--- src/rtl/alu_arbiter.sv ---
// Two-requester front end for a shared ALU. It grants one operation at a time,
// runs it for one EXEC cycle, then holds the captured result until the owner takes it.
package CPU_package;
  localparam int unsigned ALU_DATA_WIDTH = 16;

  typedef enum logic [3:0] {
    ALU_ADD = 4'd0,
    ALU_SUB = 4'd1,
    ALU_AND = 4'd2,
    ALU_OR  = 4'd3,
    ALU_XOR = 4'd4,
    ALU_NOT = 4'd5,
    ALU_SHL = 4'd6,
    ALU_SHR = 4'd7,
    ALU_CPR = 4'd8
  } enum_alu_opcode_t;

  typedef struct packed {
    logic zero;
    logic carry;
    logic negative;
    logic overflow;
  } struct_alu_flag_t;
endpackage

module alu_arbiter
  import CPU_package::*;
#(
  parameter int unsigned DATA_WIDTH = ALU_DATA_WIDTH
) (
  input  logic                  clk,
  input  logic                  rst,
  input  logic                  req0_valid,
  output logic                  req0_ready,
  input  logic [DATA_WIDTH-1:0] req0_a,
  input  logic [DATA_WIDTH-1:0] req0_b,
  input  logic                  req0_carry,
  input  enum_alu_opcode_t      req0_opcode,
  input  logic                  req0_mode,
  input  logic                  req1_valid,
  output logic                  req1_ready,
  input  logic [DATA_WIDTH-1:0] req1_a,
  input  logic [DATA_WIDTH-1:0] req1_b,
  input  logic                  req1_carry,
  input  enum_alu_opcode_t      req1_opcode,
  input  logic                  req1_mode,
  output logic                  rsp0_valid,
  input  logic                  rsp0_ready,
  output logic                  rsp1_valid,
  input  logic                  rsp1_ready,
  output logic [DATA_WIDTH-1:0] rsp_data,
  output struct_alu_flag_t      rsp_flag,
  output logic [DATA_WIDTH-1:0] alu_in_a,
  output logic [DATA_WIDTH-1:0] alu_in_b,
  output logic                  alu_input_carry,
  output enum_alu_opcode_t      alu_opcode,
  output logic                  alu_mode,
  input  logic [DATA_WIDTH-1:0] alu_out,
  input  struct_alu_flag_t      alu_out_flag
);

  typedef enum logic [1:0] {IDLE, EXEC, RESP} state_t;

  state_t               state, state_nxt;
  logic                 last_grant;
  logic                 owner;
  logic                 grant0, grant1;
  logic                 accept;
  logic [DATA_WIDTH-1:0] op_a, op_b;
  logic                 op_carry;
  enum_alu_opcode_t     op_opcode;
  logic                 op_mode;

  assign alu_in_a        = op_a;
  assign alu_in_b        = op_b;
  assign alu_input_carry = op_carry;
  assign alu_opcode      = op_opcode;
  assign alu_mode        = op_mode;

  always_ff @(posedge clk or posedge rst) begin
    if (rst) state <= IDLE;
    else     state <= state_nxt;
  end

  // On a tie the requester that did not win last time gets the grant.
  always_comb begin
    grant0     = req0_valid && (!req1_valid || last_grant);
    grant1     = req1_valid && (!req0_valid || !last_grant);
    state_nxt  = state;
    accept     = 1'b0;
    req0_ready = 1'b0;
    req1_ready = 1'b0;
    rsp0_valid = 1'b0;
    rsp1_valid = 1'b0;
    case (state)
      IDLE: begin
        // Readys are combinational, so they are masked while reset is held.
        req0_ready = grant0 && !rst;
        req1_ready = grant1 && !rst;
        if (grant0 || grant1) begin
          accept    = 1'b1;
          state_nxt = EXEC;
        end
      end
      EXEC: state_nxt = RESP;
      RESP: begin
        rsp0_valid = !owner;
        rsp1_valid = owner;
        if (owner ? rsp1_ready : rsp0_ready) state_nxt = IDLE;
      end
      default: state_nxt = IDLE;
    endcase
  end

  always_ff @(posedge clk or posedge rst) begin
    if (rst) begin
      last_grant <= 1'b1;
      owner      <= 1'b0;
      op_a       <= '0;
      op_b       <= '0;
      op_carry   <= 1'b0;
      op_opcode  <= enum_alu_opcode_t'('0);
      op_mode    <= 1'b0;
      rsp_data   <= '0;
      rsp_flag   <= '0;
    end else begin
      if (accept) begin
        owner      <= grant1;
        last_grant <= grant1;
        op_a       <= grant1 ? req1_a      : req0_a;
        op_b       <= grant1 ? req1_b      : req0_b;
        op_carry   <= grant1 ? req1_carry  : req0_carry;
        op_opcode  <= grant1 ? req1_opcode : req0_opcode;
        op_mode    <= grant1 ? req1_mode   : req0_mode;
      end
      if (state == EXEC) begin
        rsp_data <= alu_out;
        rsp_flag <= alu_out_flag;
      end
    end
  end

endmodule

--- config.mk ---
export PLATFORM = sky130hd
export DESIGN_NAME = alu_arbiter
export DESIGN_NICKNAME = d
export VERILOG_FILES = /design/src/rtl/alu_arbiter.sv
export SDC_FILE = /design/constraint.sdc
export NUM_CORES = 1
export LEC_CHECK = 0
export CORE_MARGIN = 2
export CORE_UTILIZATION = 39
export DETAILED_ROUTE_END_ITERATION = 10
export GPL_TIMING_DRIVEN = 0
export PLACE_DENSITY = 0.81
export SETUP_SLACK_MARGIN = 0.1
export SYNTH_ARGS = -nofsm -noshare
export SYNTH_HDL_FRONTEND = slang
export SYNTH_SLANG_ARGS = --single-unit
--- constraint.sdc ---
create_clock -name clk -period 3.25 [get_ports clk]
set_input_delay 0.65 -clock clk [delete_from_list [all_inputs] [get_ports clk]]
set_output_delay 0.65 -clock clk [all_outputs]
set_load 0.005 [all_outputs]
==> results by stage <==
Outcome:
- The run finished with clean final reports.

Die:
- The die covers 8160 sq um.
- The initialized floorplan defines 31 standard-cell rows.
- The die width is 90.33 microns.
- Pin placement for this block handled 164 I/O pins.
- The initial standard-cell utilization of the core is 0.4007.
- The die is 90.33 microns tall.
- The area inside the core boundary is 7253 sq um.

Layout:
- The utilization after layout is 0.6728.
- The number of fillers in the final layout is 588.
- The number of diodes is 0.
- The share of post-route cells with drive strength above 1 is 0.1447.
- The sequential cells in the finished layout cover a total of 1553 sq um.
- Leaving out fill and tap cells, the most frequent cells in the layout are sky130_fd_sc_hd__clkdlybuf4s50_1 (163), sky130_fd_sc_hd__nand2_1 (77), sky130_fd_sc_hd__dfrtp_1 (61).
- Compared with the post-synthesis result, the final layout area differs by 67.89%.
- Leaving out fill and tap cells, the most frequent cell in the layout is sky130_fd_sc_hd__clkdlybuf4s50_1.
- In the final layout, the multi-input gates occupy 1189 sq um.
- After the last flow step, the layout net total stands at 553.

Synth:
- Counting flops and latches in the post-synthesis netlist gives 62.
- The average instance in the mapped netlist occupies 10.49 sq um.
- The net count of the mapped netlist is 379.
- After synthesis the cells add up to 2907 sq um.
- For this run, the register share of the synthesized area comes to 0.5342.
- The cell count after synthesis came out at 277.
- The number of warnings issued by yosys is 0.
- The count of different cell masters after synthesis is 24.

Routing:
- The average detailed-routed wire length per instance is 15.61 microns.
- The remaining antenna violation count is 0.
- The final layout contains routed wiring with a total length of 8665 microns.
- The ratio of routed vias to standard cells is 4.973.
- The violation count after the first detailed-route iteration is 112.
- The count of TritonRoute iterations in the first routing pass is 4.
- The routed via count is 2,760.
- The post-detailed-route DRC marker count is 0.

Global routing:
- The maximum number of pins on one net before global-route repair is 38.
- The aggregate global-route resource usage is 0.2221.
- The number of antenna violations at the first check in global routing came to 0.
- The wire length of the first global-routing pass is 14,250 microns.
- The via count of the first global-routing pass came to 2,859.
- The residual overflow from global routing is 0.

STA:
- Clock skew on the completed layout was measured at 0.01402 ns.
- The share of the clock period used by the worst path is 0.9313.
- Setup violations remaining at the end of the flow were counted as 0.
- The worst setup margin is 0.2233 ns.
- Setup repair after global routing left no endpoint under its margin.
- The final-report max-slew violation count is 0.
- The final count of hold timing violations came to 0.
- The final-layout worst hold slack is 0.5036 ns.
- Timing would allow up to 330.4 MHz.
- Measured against its own limit, the worst slew margin works out to 0.5953.
- The post-layout minimum cycle time is 3.027 ns.
- At the pin with the least slew margin, the transition time is 0.6062 ns.
- In the final timing run, aggregate negative setup slack is 0 ns.

Power:
- Dividing total power by cell area gives a power density of 858.2 nW/um^2.
- The sequential share of power is 0.331.
- The post-route total power is 4.188 mW.
- Of the total power, combinational logic draws 0.507.
- The internal power of the cells totals 2.810 mW.
- In this run the power spent charging and discharging nets is 1.377 mW.
- The leakage component of the power is 1.966 nW.
- The switching share of power is 0.3289.
- The proportion of power drawn by the clock network is 0.161.
- The peak ir drop on the vdd network is 0.3210 mV.

Setup path:
- The data required time of the worst path is 2.60 ns.
- The worst setup path is launched from an input pin.
- By startpoint and endpoint, the worst setup path is classified as in -> out.
- The worst path arrival time is 2.38 ns.
- The endpoint class of the critical path is a primary output.
- Along the worst path, the maximum fanout reaches 19.

Clocking:
- The count of hold-fix buffers inserted at cts is 0.
- The number of clock sinks seen by CTS is 62.
- The clock tree root buffer cell is sky130_fd_sc_hd__clkbuf_8.
- The H-tree generated during clock tree synthesis spans 3 levels.
- The maximum count of clock buffers along a single path is 2.
- The number of clock buffers inserted by TritonCTS is 9.
- TritonCTS built the clock tree.
- The register clock-pin slew on the reported worst setup and hold paths is 0.06 ns.
- At the later pin of the worst-skew pair, clock insertion delay measures 0.34 ns.

Placement:
- The wire-length estimate of the detail-placed layout is 6748 microns.
- The count of input and output buffers is 163.
- The congestion estimate from routability-driven global placement came to 0.7370.
- OpenSTA, run right after detailed placement, puts the worst setup slack at -0.006272 ns.

Run:
- Across the run, the number of max-cap violations was 0.

Worst hold path:
- The path category of the worst min-delay check is reg -> reg.
-- final cells by class --
class                           instances  share of cell area
Sequential cell                        62              0.3182
Buffer                                 22             0.03128
Timing Repair Buffer                  164              0.3385
Inverter                                3            0.002308
Multi-Input combinational cell        189              0.2436
Tap cell                               99             0.02538
Clock buffer                           10             0.02821
Clock inverter                          6             0.01256
-- per-stage QoR --
stage / std cells / area (sq um)
3_5_place_dp: 540 / 4682
4_1_cts: 555 / 4876
2_1_floorplan: 277 / 2907
5_1_grt: 555 / 4880
6_report: 555 / 4880
3_3_place_gp: 539 / 4662
-- worst paths after layout --
path | start | endpoint | slack, ns | depth (start not counted)
setup / recovery | req1_valid | req1_ready | 0.22 | 6
hold / removal | rsp_data[6] | rsp_data[6] | 0.50 | 1
setup reg to reg | state[0] | alu_in_b[9] | 1.75 | 4
hold reg to reg | rsp_data[6] | rsp_data[6] | 0.50 | 1
max in group asynchronous | rst | rsp_data[8] | 1.90 | 3
min in group asynchronous | rst | rsp_flag[0] | 0.74 | 2
-- timing repair --
item                                   CTS  global route
buffers inserted                         0             0
setup endpoints to repair                1             1
resized for setup                        0             1
endpoints found under the hold margin    0             0
-- per-layer routing --
metal | vias up | part of all wire | track usage
met2 | 129 | 0.49 | 0.3935
met3 | 9 | 0.092 | 0.08932
li1 | 1315 | - | -
met5 | - | 0 | 0
met4 | 0 | 0.010 | 0.05256
met1 | 1307 | 0.41 | 0.2507
-- worst max-delay path, stage by stage --
cell and delay, ns:
sky130_fd_sc_hd__clkdlybuf4s50_1 0.52, sky130_fd_sc_hd__a21boi_2 0.24, sky130_fd_sc_hd__buf_6 0.21, sky130_fd_sc_hd__nand2_1 0.14, sky130_fd_sc_hd__nor2_1 0.11, sky130_fd_sc_hd__clkdlybuf4s50_1 0.50
-- sequential cells by signal (all words and copies together), names as in the netlist --
name and count:
alu_in_b 16, owner 1, rsp_data 16, alu_in_a 16
alu_input_carry 1, alu_mode 1, last_grant 1, alu_opcode 4
rsp_flag 4, state 2
-- logic make-up (layout without fill, tap and decap cells) --
| logic type | after synthesis | count (layout) | share of synthesized area |
|---|---|---|---|
| simple gates | 85 | 85 | 0.1141 |
| flops | 62 | 62 | 0.5342 |
| compound gates | 83 | 83 | 0.2135 |
| buf+inv | 26 | 205 | 0.05682 |
| mux | 21 | 21 | 0.08136 |
-- power by group through the flow --
stage	Clock (mW)	Combinational, mW	Sequential [mW]
final	0.675	2.12	1.39
after global routing	0.722	2.31	1.45
after CTS	0.689	2.16	1.39
after detailed placement	0	2.15	1.40
after global placement	0	2.10	1.38
after floorplan	0	0.990	1.42
-- synth_stat cells --
cell type                  number  share of area
sky130_fd_sc_hd__inv_1          3         0.0039
sky130_fd_sc_hd__buf_2          8          0.014
sky130_fd_sc_hd__nor2_2         1         0.0022
sky130_fd_sc_hd__o21ai_0        1         0.0017
sky130_fd_sc_hd__buf_12         1         0.0069
sky130_fd_sc_hd__dfrtp_1       61           0.53
sky130_fd_sc_hd__and2_1         1         0.0022
sky130_fd_sc_hd__o2111a_1       1         0.0039
sky130_fd_sc_hd__nand2_1       77          0.099
sky130_fd_sc_hd__a31oi_4        9          0.066
sky130_fd_sc_hd__clkbuf_1       7         0.0090
sky130_fd_sc_hd__or2_1          1         0.0022
sky130_fd_sc_hd__nand2b_1       2         0.0043
sky130_fd_sc_hd__a21boi_2       1         0.0039
sky130_fd_sc_hd__a21bo_2        1         0.0034
sky130_fd_sc_hd__nor2_1         3         0.0039
sky130_fd_sc_hd__buf_6          4          0.015
sky130_fd_sc_hd__a21oi_1       39          0.067
sky130_fd_sc_hd__mux2_1         2         0.0077
sky130_fd_sc_hd__buf_4          3         0.0077
sky130_fd_sc_hd__dfstp_2        1         0.0090
sky130_fd_sc_hd__a31oi_1       30          0.065
sky130_fd_sc_hd__mux2_2        19          0.074
sky130_fd_sc_hd__o21ai_2        1         0.0030
Note: power is estimated with default switching activity, not from simulation.
